File: config.mk
export PLATFORM = sky130hd
export DESIGN_NAME = op_resta_serial
export DESIGN_NICKNAME = d
export VERILOG_FILES = /design/src/rtl/op_resta_serial.sv
export SDC_FILE = /design/constraint.sdc
export NUM_CORES = 1
export LEC_CHECK = 0
export CAP_MARGIN = 20
export CORE_UTILIZATION = 25
export CTS_BUF_LIST = sky130_fd_sc_hd__clkbuf_4 sky130_fd_sc_hd__clkbuf_8
export CTS_CLUSTER_DIAMETER = 150
export DETAILED_ROUTE_END_ITERATION = 10
export HOLD_SLACK_MARGIN = 0.12
export SYNTH_ARGS = -nofsm -noshare
export SYNTH_HDL_FRONTEND = slang
export SYNTH_SLANG_ARGS = --single-unit
File: constraint.sdc
create_clock -name clk -period 2.8 [get_ports clk]
set_input_delay 0.56 -clock clk [delete_from_list [all_inputs] [get_ports clk]]
set_output_delay 0.56 -clock clk [all_outputs]
set_load 0.02 [all_outputs]
File: src/rtl/op_resta_serial.sv
`default_nettype none
// ============================================================================
// Module   : op_resta_serial
// Purpose  : Bit-serial unsigned subtractor Diff = A - B - Bin (mod 2^N),
//            one bit per clock LSB first, with start/busy/done handshake.
// Revision : 1.0  initial release
// ============================================================================
module op_resta_serial #(
    parameter int N = 4
) (
    input  logic         clk,
    input  logic         rst,
    input  logic         start,
    input  logic [N-1:0] A,
    input  logic [N-1:0] B,
    input  logic         Bin,
    output logic [N-1:0] Diff,
    output logic         Bout,
    output logic         zero,
    output logic         busy,
    output logic         done
);

    localparam int CW = (N > 1) ? $clog2(N) : 1;
    localparam logic [CW-1:0] c_LAST = CW'(N - 1);

    typedef enum logic [1:0] {
        ST_IDLE = 2'd0,
        ST_RUN  = 2'd1,
        ST_DONE = 2'd2
    } state_t;

    state_t        r_state;
    logic [N-1:0]  r_a;
    logic [N-1:0]  r_b;
    logic [N-1:0]  r_res;
    logic [CW-1:0] r_cnt;
    logic          r_br;

    logic          w_a;
    logic          w_b;
    logic          w_d;
    logic          w_br_next;
    logic [N-1:0]  w_res_next;

    // Single full-subtractor cell operating on the current operand LSBs.
    assign w_a        = r_a[0];
    assign w_b        = r_b[0];
    assign w_d        = w_a ^ w_b ^ r_br;
    assign w_br_next  = (~w_a & w_b) | (~(w_a ^ w_b) & r_br);
    assign w_res_next = {w_d, r_res[N-1:1]};

    always_ff @(posedge clk or posedge rst) begin
        if (rst) begin
            r_state <= ST_IDLE;
            r_a     <= '0;
            r_b     <= '0;
            r_res   <= '0;
            r_cnt   <= '0;
            r_br    <= 1'b0;
            Diff    <= '0;
            Bout    <= 1'b0;
            zero    <= 1'b0;
            busy    <= 1'b0;
            done    <= 1'b0;
        end else begin
            case (r_state)
                ST_IDLE: begin
                    done <= 1'b0;
                    if (start) begin
                        r_a     <= A;
                        r_b     <= B;
                        r_br    <= Bin;
                        r_res   <= '0;
                        r_cnt   <= '0;
                        busy    <= 1'b1;
                        r_state <= ST_RUN;
                    end
                end
                ST_RUN: begin
                    r_a   <= r_a >> 1;
                    r_b   <= r_b >> 1;
                    r_br  <= w_br_next;
                    r_res <= w_res_next;
                    r_cnt <= r_cnt + CW'(1);
                    // Results are published only when the last bit is formed.
                    if (r_cnt == c_LAST) begin
                        Diff    <= w_res_next;
                        Bout    <= w_br_next;
                        zero    <= (w_res_next == '0);
                        busy    <= 1'b0;
                        done    <= 1'b1;
                        r_state <= ST_DONE;
                    end
                end
                ST_DONE: begin
                    done    <= 1'b0;
                    r_state <= ST_IDLE;
                end
                default: begin
                    busy    <= 1'b0;
                    done    <= 1'b0;
                    r_state <= ST_IDLE;
                end
            endcase
        end
    end

endmodule
`default_nettype wire
After elaboration in Yosys (flattened, before gate mapping)
Cells that the tools add are included.
W data, S select, Z words.
{"block": "word_totals", "regBits": 25, "latch_bits": 0, "ramBits": 0, "rom_bits": 0, "input_bits": 12, "output_inout_bits": 8, "word_cells": 50, "n_memories": 0}
{"block": "op_classes", "n_addsub": 1, "multipliers": 0, "n_div": 0, "order_cmp": 0, "eq_ne": 5, "shift": 0, "mux": 18, "bitwise": 8, "n_reduce_logical": 7}
{"op": "$pmux W4 S2", "n": 3}
{"op": "$mux W4", "n": 3}
{"op": "$pmux W2 S2", "n": 2}
{"op": "$mux W2", "n": 3}
{"op": "$reduce_and A2 Y1", "n": 3}
{"op": "$mux W1", "n": 5}
{"op": "$eq A2 B2 Y1 const B", "n": 2}
{"op": "$logic_not A4 Y1", "n": 1}
{"op": "$ne A2 B2 Y1 const B", "n": 2}
{"op": "$not A1 Y1", "n": 3}
{"op": "$pmux W1 S3", "n": 1}
{"op": "$reduce_and A3 Y1", "n": 1}
{"op": "$add A2 B1 Y2 const B", "n": 1}
{"op": "$and A1 B1 Y1", "n": 2}
{"op": "$eq A2 B1 Y1 const B", "n": 1}
{"op": "$logic_not A2 Y1", "n": 1}
{"op": "$pmux W1 S2", "n": 1}
{"op": "$reduce_bool A2 Y1", "n": 1}
{"op": "$xor A1 B1 Y1", "n": 2}
{"op": "$or A1 B1 Y1", "n": 1}

Longest topological paths before layout
Gate-level depths: netlist (run 1).
{"block": "logic_depth", "ltp_word": 5, "mapped_depth": 4, "mapped_depth_nobuf": 4}

Worst setup path after synthesis (run 1)
No wires, ideal clock.
{"block": "synth_timing", "path_type": "flip-flop to flip-flop", "start": "reg r_a[0]", "end": "reg zero", "setup_time_ns": 0.076, "arrival_time_ns": 1.495, "required_ns": 2.724, "path_slack_ns": 1.229, "stages_incl_launch_ff": 4, "path_buffers": 0, "synth_period_minus_slack_ns": 1.571, "path_cell_list": "dfrtp_1 fa_1 or4_1 o21ai_1"}
{"block": "synth_between", "elab_chain_len": 3}
{"item": "start: declaration", "line": "34", "source": "logic [N-1:0] r_a;"}
{"item": "start signal: assignment", "line": "81", "source": "r_a <= r_a >> 1;"}
{"item": "$xor A1 B1 Y1 (2 in series)", "line": "49", "source": "assign w_d = w_a ^ w_b ^ r_br;"}
{"item": "net w_d", "line": "42", "source": "logic w_d;"}
{"item": "$logic_not A4 Y1", "line": "90", "source": "zero <= (w_res_next == '0);"}
{"item": "end signal: assignment", "line": "90"}
{"item": "end: declaration", "line": "19", "source": "output logic zero,"}
The timed path passes the listed nets, and every way through them passes these cells.
A chain may end at the register's enable or synchronous reset.

Worst setup path in the final report (run 1)
{"block": "layout_timing", "start": "reg busy", "end": "out busy"}
{"item": "start: declaration", "line": "20", "source": "output logic busy,"}
{"item": "start signal: assignment", "line": "64", "source": "busy <= 1'b0;"}
{"item": "start signal: assignment", "line": "76", "source": "busy <= 1'b1;"}
{"item": "start signal: assignment", "line": "91", "source": "busy <= 1'b0;"}
No word-level cell between the ends.

==> impl_results.md, run 1 <==
* CTS resizes at 0
* Pin count of the biggest net entering global routing at 25
* Period utilisation layout at roughly 64%
* Critical path class: reg2out
* Post-CTS Hold Buffers at 0
* Syn Std Cell Area at about 1000 µm²
* Clk Latency, worst-skew pair at 0.27 ns
* Top-count cell post-synth: dfrtp_1
* Gr usage total at between 10% and 20%
* Fmax at roughly 550 MHz
* Yosys warnings at 0
* CTS max path bufs at 2
* Outcome: complete, no violations
* Critical Path Slowest Stage Cell: clkdlybuf4s50_1
* Worst Path Arrival at 1.24 ns
* Iter 0 DRT Violations at 15
* Flip-flop and latch count after synthesis at 24
* Core area at between 4000 and 5000 µm²
* Peak supply drop at 264 µV
* Max Cap Viol at 0
* Crit path cell chain: clkdlybuf4s50_1
* Setup violators final at 0
* Antenna diodes at 0
* Die ar. at between 4000 and 5000 µm²
* Synth top cells by count: dfrtp_1 (24), nor2_1 (10), inv_1 (7)
* Worst hold path class: reg2reg
* Rel. slew slack at 40.3%
* Share of layout cells above drive strength 1 at 11.9%
* Worst endpoint required time at about 2.2 ns
* EDFF count, synth at 0
* Hold slack at just under 0.5 ns
* P_leak at around 0.0006 µW
* I/O pin total at 20
* Top cell type's share of synthesized area at between 50% and 60%
* Total CTS buffers at 3
* Mapped Cells at 88
* DRC viols at 0
* Mean area per synthesized cell at roughly 12 µm²
* Final HPWL DP at around 1.5 mm
* Final #Nets at ~120
* Post-synth top area cell: dfrtp_1
* Asr flop ratio synth at between 90% and 100%
* Final hold violation count at 0
* Vias at 741
* H-tree depth at 1
* Final WL at just over 2 mm
* Setup Skew at about 0.0012 ns
* RSZ-0062 raised after global routing: no
* Post-CTS Setup Bufs at 0
* Top cells by area, synth: dfrtp_1 (57%), mux2_2 (4.3%), nor2_1 (3.6%)
* Die span in y at roughly 67 µm
* Num Clock Sinks at 24
* Clock transition at path regs at 0.08 ns
* DR pass1 iterations at 4
* Crit-path max FO at 3
* Root Driver: clkbuf_8
* CP peak stage delay at ~0.61 ns
* Initial Util at 26.1%
* Syn-to-layout area delta at 28.7%
* Critical path buffer and inverter count at 1
* Antenna viol nets, final at 0
* CP startpoint kind: register
* Filler cell count at just over 400
* Synth unique cells at 28
* Power per cell area at 1160 nW/µm²
* Worst slew pin tran at a little under 0.9 ns
* Min Tclk post-route at ~1.8 ns
* Vias in the first global route at roughly 750
* Dominant synthesized flop cell: dfrtp_1
* CTS tree: yes
* I/O Buffers at 19
* Average routed wire per standard cell at 12.7 µm
* Global-route wire length before repair at approximately 3.4 mm
* Crit. End Element: primary output
* Antenna violations before repair at 0
* Final slew viol count at 0
* Die X-Extent at about 67 µm
* Syn Nets at approximately 100
* Routability cong. at between 0.6 and 0.7
* Via/cell ratio at between 4 and 5
* Seq/Total Area, Yosys at between 50% and 60%
* Final TNS setup at 0 ns
* GRT overflow at 0
* Crit-path leading delay family: buffers and inverters
* Row count at 23
==> worst register-to-register path: stages (launching register included) <==
cell and delay (ns):
dfrtp_1 0.41, fa_1 0.53, or4_1 0.53, o21ai_1 0.14
==> registers in the layout (all words and copies together) (netlist names), 2 cells and up <==
register  cells
Diff          4
r_a           4
r_b           4
r_cnt         2
r_res         3
r_state       2
==> cells in the final DEF, fill, tap and decap left out, drive strengths merged, types with 2 or more instances in the layout <==
cell type / netlist / layout
dfrtp: 24 / 24
clkdlybuf4s50: 0 / 19
nor2: 10 / 10
inv: 7 / 7
nand2: 5 / 5
o22ai: 5 / 5
a21oi: 5 / 5
o21ai: 5 / 5
mux2: 4 / 4
a22o: 4 / 4
clkbuf: 0 / 3
nor4b: 2 / 2
nand2b: 2 / 2
==> final cells by class <==
type	instances	area [µm²]	share of cell area [%]
well taps	50	62.6	4.63
flip-flops and latches	24	601	44.4
clock buffers	3	41.3	3.06
repair buffers	19	190	14.1
multi-input cells	55	400	29.6
inverters	7	26.3	1.94
clock inverters	1	30.0	2.22
==> where the power goes <==
part	switching, µW	internal [µW]	total, µW
logic	311	326	637
registers	121	504	625
clock network	112	191	303
total	543	1020	1560
==> path summary, 6_finish.rpt <==
check                      startpoint  endpoint  slack, ns  depth (start not counted)
setup reg to reg               r_a[0]      zero       1.11                          3
setup / recovery                 busy      busy        1.0                          1
max in group asynchronous         rst   Diff[1]       1.47                          2
hold reg to reg                  Bout      Bout       0.49                          2
hold / removal                   Bout      Bout       0.49                          2
min in group asynchronous         rst   Diff[2]       0.78                          2
==> through the flow <==
stage / power [µW] / std cells / area [µm²] / utilization [%] / setup slack [ns]
floorplan: 1070 / 88 / 1050 / - / 1.23
global placement: 1250 / 155 / 1280 / 31.8 / 1.06
detailed placement: 1280 / 155 / 1280 / 31.8 / 1.04
CTS: 1580 / 159 / 1350 / 33.5 / 0.987
global route: 1680 / 159 / 1350 / 33.5 / 0.938
finish: 1560 / 159 / 1350 / 33.5 / 0.995
==> cells by family after synthesis <==
| family | share of synthesized area (%) |
|---|---|
| buf+inv | 4.65 |
| simple gates | 12.8 |
| fa+ha+maj | 3.10 |
| flops | 57.2 |
| compound gates | 18.0 |
| mux | 4.29 |
==> layer usage <==
layer	global-route usage, %	vias to the layer above	wire length (µm)
li1	-	353	-
met1	13.1	363	908
met2	16.4	21	956
met3	2.05	4	110
met4	6.38	0	46
met5	0	-	0
(Power assumes the default switching activity.)
==> run 2: changes to the inputs <==
==> constraint.sdc (replaced) <==
create_clock -name clk -period 1.6 [get_ports clk]
set_input_delay 0.32 -clock clk [delete_from_list [all_inputs] [get_ports clk]]
set_output_delay 0.32 -clock clk [all_outputs]
set_load 0.02 [all_outputs]
==> impl_results.md, run 2 (synthesis results as in run 1) <==
* Outcome: complete, no violations
* Crit-path max FO at 2
* Critical path class: reg2out
* Final slew viol count at 0
* Final HPWL DP at 1.46 mm
* Power per cell area at just under 2000 nW/µm²
* RSZ-0062 raised after global routing: no
* Antenna viol nets, final at 0
* Reg2Reg Setup Slack at 0.10 ns
* Min Tclk post-route at 1.53 ns
* Worst Path Arrival at between 1 and 1.5 ns
* Most frequent cells in the layout: dfrtp_1 (24), clkdlybuf4s50_1 (18), nor2_1 (10)
* Seq. cell area at 601 µm²
* CTS max path bufs at 2
* Root Driver: clkbuf_8
* CTS tree: yes
* Gr usage total at about a tenth
* Final #Nets at roughly 130
* Top Usage Layer GRT: met2
* DR pass1 iterations at 4
* Antenna violations before repair at 0
* Crit-path leading delay family: buffers and inverters
* CP startpoint kind: register
* GR Util met3 at 4.11%
* Initial Util at a little over a quarter
* Row count at 23
* Share of layout cells above drive strength 1 at 14.3%
* Vias in the first global route at between 700 and 800
* Crit path cell chain: clkdlybuf4s50_1
* Period utilisation layout at between 90% and 100%
* Iter 0 DRT Violations at 44
* Clock transition at path regs at approximately 0.080 ns
* Setup Skew at 0.00426 ns
* Total CTS buffers at 3
* Final WL at approximately 2.0 mm
* Setup violators final at 0
* Via/cell ratio at around 4.6
* Most common cell after layout, fill and taps aside: dfrtp_1
* Die span in y at around 67 µm
* H-tree depth at 1
* Rel. slew slack at 70.5%
* Worst hold path class: in2async
* Antenna diodes at 0
* Met1 global-route usage at 13.3%
* Clk Latency, worst-skew pair at approximately 0.26 ns
* Die ar. at 4460 µm²
* Fmax at between 600 and 700 MHz
* Routability cong. at approximately 0.75
* P_leak at between 0.0006 and 0.0007 µW
* Worst endpoint required time at 1.28 ns
* Pin count of the biggest net entering global routing at 25
* Peak supply drop at 440 µV
* Filler cell count at 430
* Placed Instances at around 160
* Core area at 4030 µm²
* Final non-filler cell total at approximately 160
* Num Clock Sinks at 24
* Critical Path Slowest Stage Cell: clkdlybuf4s50_1
* Pre-CTS setup slack at -0.0140 ns
* I/O Buffers at 19
* GRT overflow at 0
* Hold slack at roughly 0.42 ns
* Syn-to-layout area delta at 29.0%
* Final hold violation count at 0
* DRC viols at 0
* Die X-Extent at roughly 67 µm
* Average routed wire per standard cell at 12.3 µm
* I/O pin total at 20
* Vias at 745
* Final worst slack at around 0.066 ns
* CP peak stage delay at ~0.60 ns
* Largest regs: Diff x4, r_a x4, r_b x4
* Critical path buffer and inverter count at 1
* Max Cap Viol at 0
* Met2 Use GR at 16.8%
* Area of the multi-input gates at between 400 and 500 µm²
* Post-CTS Hold Buffers at 0
* Worst slew pin tran at around 0.44 ns
* Global-route wire length before repair at approximately 3.5 mm
* Crit. End Element: primary output
-- run 2: changes by cell type in the layout (fill, tap and decap cells not counted), sizes merged --
cell	before	now
dlymetal6s2s	0	1
clkdlybuf4s50	19	18
buf	0	4
bufinv	1	0
-- run 2: layout make-up --
class,instances,share of cell area [%]
flip-flops and latches,24,44.4
clock buffers,3,3.05
inverters,7,1.94
well taps,50,4.62
multi-input cells,55,29.6
repair buffers,23,16.5
-- run 2: through the flow --
stage,area (µm²),power [µW],setup TNS (ns),utilization [%]
6_report,1350,2620,0,33.6
5_1_grt,1350,2850,0,33.6
4_1_cts,1350,2650,-0.0103,33.5
3_5_place_dp,1300,2290,-0.0140,32.3
3_3_place_gp,1300,2250,0,32.3
2_1_floorplan,1050,1870,0,-
-- run 2: report_power, final --
group / leakage (µW) / switching [µW] / internal [µW]
logic: 0.000293 / 557 / 634
clock network: 0.0000216 / 174 / 168
registers: 0.000294 / 206 / 882
total: 0.000609 / 938 / 1680
-- run 2: final timing paths --
kind / from / end / depth (start not counted)
max: Bout / Bout / 1
min: rst / r_a[3] / 3
max reg2reg: r_br / zero / 4
min reg2reg: r_cnt[0] / r_cnt[0] / 1
max in group asynchronous: rst / done / 3
min in group clk: r_cnt[0] / r_cnt[0] / 1
-- run 2: per-layer routing --
layer  part of all wire [%]  wire, µm
met1                     48       952
met4                   0.50        10
met3                    6.1       122
met2                     46       909
met5                      0         0
-- run 2: repair_timing --
item | in CTS | in global routing
resized for setup | 0 | 1
pin swaps | 2 | 3
setup buffers | 1 | 0
setup endpoints to repair | 1 | 2
==> run 3: changes to the inputs <==
--- a/config.mk
+++ b/config.mk
@@ -6,11 +6,15 @@
 export NUM_CORES = 1
 export LEC_CHECK = 0
 export CAP_MARGIN = 20
+export CELL_PAD_IN_SITES_DETAIL_PLACEMENT = 1
+export CELL_PAD_IN_SITES_GLOBAL_PLACEMENT = 1
 export CORE_UTILIZATION = 25
 export CTS_BUF_LIST = sky130_fd_sc_hd__clkbuf_4 sky130_fd_sc_hd__clkbuf_8
 export CTS_CLUSTER_DIAMETER = 150
+export CTS_CLUSTER_SIZE = 12
 export DETAILED_ROUTE_END_ITERATION = 10
 export HOLD_SLACK_MARGIN = 0.12
+export PLACE_DENSITY_LB_ADDON = 0.1
 export SYNTH_ARGS = -nofsm -noshare
 export SYNTH_HDL_FRONTEND = slang
 export SYNTH_SLANG_ARGS = --single-unit
==> constraint.sdc (replaced) <==
create_clock -name clk -period 1.6 [get_ports clk]
set_input_delay 0.32 -clock clk [delete_from_list [all_inputs] [get_ports clk]]
set_output_delay 0.32 -clock clk [all_outputs]
set_load 0.05 [all_outputs]
==> impl_results.md, run 3 (synthesis results as in run 1) <==
* Total power at slightly above 3000 µW
* Peak supply drop at 504 µV
* Die span in y at between 60 and 70 µm
* Reg2Reg Setup Slack at approximately 0.020 ns
* I/O pin total at 20
* Global-route wire length before repair at 4.10 mm
* DRC viols at 0
* Worst slew pin tran at roughly 0.38 ns
* Crit path cell chain: inv_2, fa_1, or4_1, o21ai_1
* Final HPWL DP at ~1.7 mm
* Vias in the first global route at approximately 850
* Antenna diodes at 0
* Setup Skew at roughly 0.0026 ns
* Final #Nets at between 100 and 150
* Crit. End Element: register
* Clock transition at path regs at 0.09 ns
* Area of the multi-input gates at roughly 400 µm²
* Filler cell count at around 460
* Die ar. at around 4500 µm²
* Fmax at about 630 MHz
* Clk Latency, worst-skew pair at approximately 0.27 ns
* Worst hold path class: in2async
* Die X-Extent at 66.8 µm
* CTS tree: yes
* Via/cell ratio at ~4.8
* Final hold violation count at 0
* Initial Util at 26.1%
* Post-CTS Setup Bufs at 0
* Period utilisation layout at a little over nine tenths
* Outcome: complete, no violations
* Pin count of the biggest net entering global routing at 25
* Total CTS buffers at 3
* Setup violators final at 0
* R2r endpoint: zero
* RSZ-0062 raised after global routing: yes
* Max Cap Viol at 0
* Average routed wire per standard cell at ~15 µm
* GRT overflow at 0
* Rel. slew slack at between 70 and 80%
* Critical Path Slowest Stage Cell: or4_1
* Worst Path Arrival at approximately 1.8 ns
* CP peak stage delay at 0.51 ns
* Routability cong. at roughly 0.71
* Most frequent cells in the layout: dfrtp_1 (24), clkdlybuf4s50_1 (11), nor2_1 (10)
* Crit-path max FO at 2
* Root Driver: clkbuf_8
* Iter 0 DRT Violations at 31
* Most common cell after layout, fill and taps aside: dfrtp_1
* Reg-to-Reg Start: r_br
* Worst endpoint required time at 1.80 ns
* Seq. cell area at between 600 and 700 µm²
* Power per cell area at between 2000 and 2500 nW/µm²
* Critical path class: reg2reg
* Core area at roughly 4000 µm²
* Share of layout cells above drive strength 1 at 23.2%
* Antenna viol nets, final at 0
* Gr usage total at about an eighth
* Min Tclk post-route at between 1.5 and 2 ns
* Num Clock Sinks at 24
* Row count at 23
* CP startpoint kind: register
* R2R depth at 4
* Antenna violations before repair at 0
* I/O Buffers at 19
* Largest regs: Diff x4, r_a x4, r_b x4
* Final WL at 2.35 mm
* P_leak at between 0.0006 and 0.0007 µW
* H-tree depth at 1
* Hold slack at slightly below 0.4 ns
* Syn-to-layout area delta at 31.3%
* CTS max path bufs at 2
* Final slew viol count at 0
* DR pass1 iterations at 4
* Vias at between 700 and 800
-- run 3: cell types whose count changed in the layout (fill, tap and decap cells not counted), sizes merged --
cell	change
buf	+7
bufinv	+1
clkdlybuf4s50	-7
dlymetal6s2s	-1
-- run 3: timing repair --
item / CTS / global route
endpoints found under the hold margin: 0 / 0
resized for setup: 1 / 1
pin swaps: 1 / 2
endpoints found under the setup margin: 1 / 1
hold buffers: 0 / 0
-- run 3: layout make-up --
type,count,share of cell area [%]
inverter,7,1.91
multi-input combinational,55,29.0
clock buffer,3,2.99
tap,50,4.54
timing repair buffer,22,15.8
clock inverter,1,2.18
sequential,24,43.6
-- run 3: report_power, final --
group / switching (µW) / internal (µW) / leakage [µW] / total, µW
clock network: 200 / 335 / 0.0000357 / 534
registers: 186 / 882 / 0.000294 / 1070
logic: 828 / 641 / 0.000301 / 1470
total: 1210 / 1860 / 0.000631 / 3070
-- run 3: layer usage --
metal	track usage (%)	wire length (µm)
met1	16.1	1050
met2	20.8	1170
met3	3.08	87
met4	5.59	39
met5	0	0
-- run 3: critical path: cells and delay by family, from the launching register on --
| family | cells | cell delay [ns] |
|---|---|---|
| buffers and inverters | 1 | 0.05 |
| AND/OR/NAND/NOR | 1 | 0.51 |
| adder cells (fa/ha/maj) | 1 | 0.49 |
| AO/OA/AOI/OAI | 1 | 0.12 |
| flip-flops | 1 | 0.35 |
-- run 3: worst max-delay path by stage --
| stage | startpoint | end | slack [ns] | cells after the start |
|---|---|---|---|---|
| after floorplan | r_a[0] | zero | 0.03 | 3 |
| after global placement | r_a[0] | zero | 0.02 | 3 |
| after detailed placement | r_a[0] | zero | -0.001 | 3 |
| after CTS | r_b[0] | zero | 0.001 | 4 |
| after global routing | r_br | zero | -0.01 | 4 |
| final | r_br | zero | 0.02 | 4 |
-- run 3: per-stage QoR --
step	instances	instance area, µm²	setup slack (ns)	utilization, %	setup TNS (ns)
after floorplan	88	1050	0.0285	-	0
after global placement	158	1310	0.0208	32.5	0
after detailed placement	158	1310	-0.000951	32.5	-0.000951
after CTS	162	1380	0.00139	34.2	0
after global routing	162	1380	-0.0147	34.2	-0.0147
final	162	1380	0.0196	34.2	0
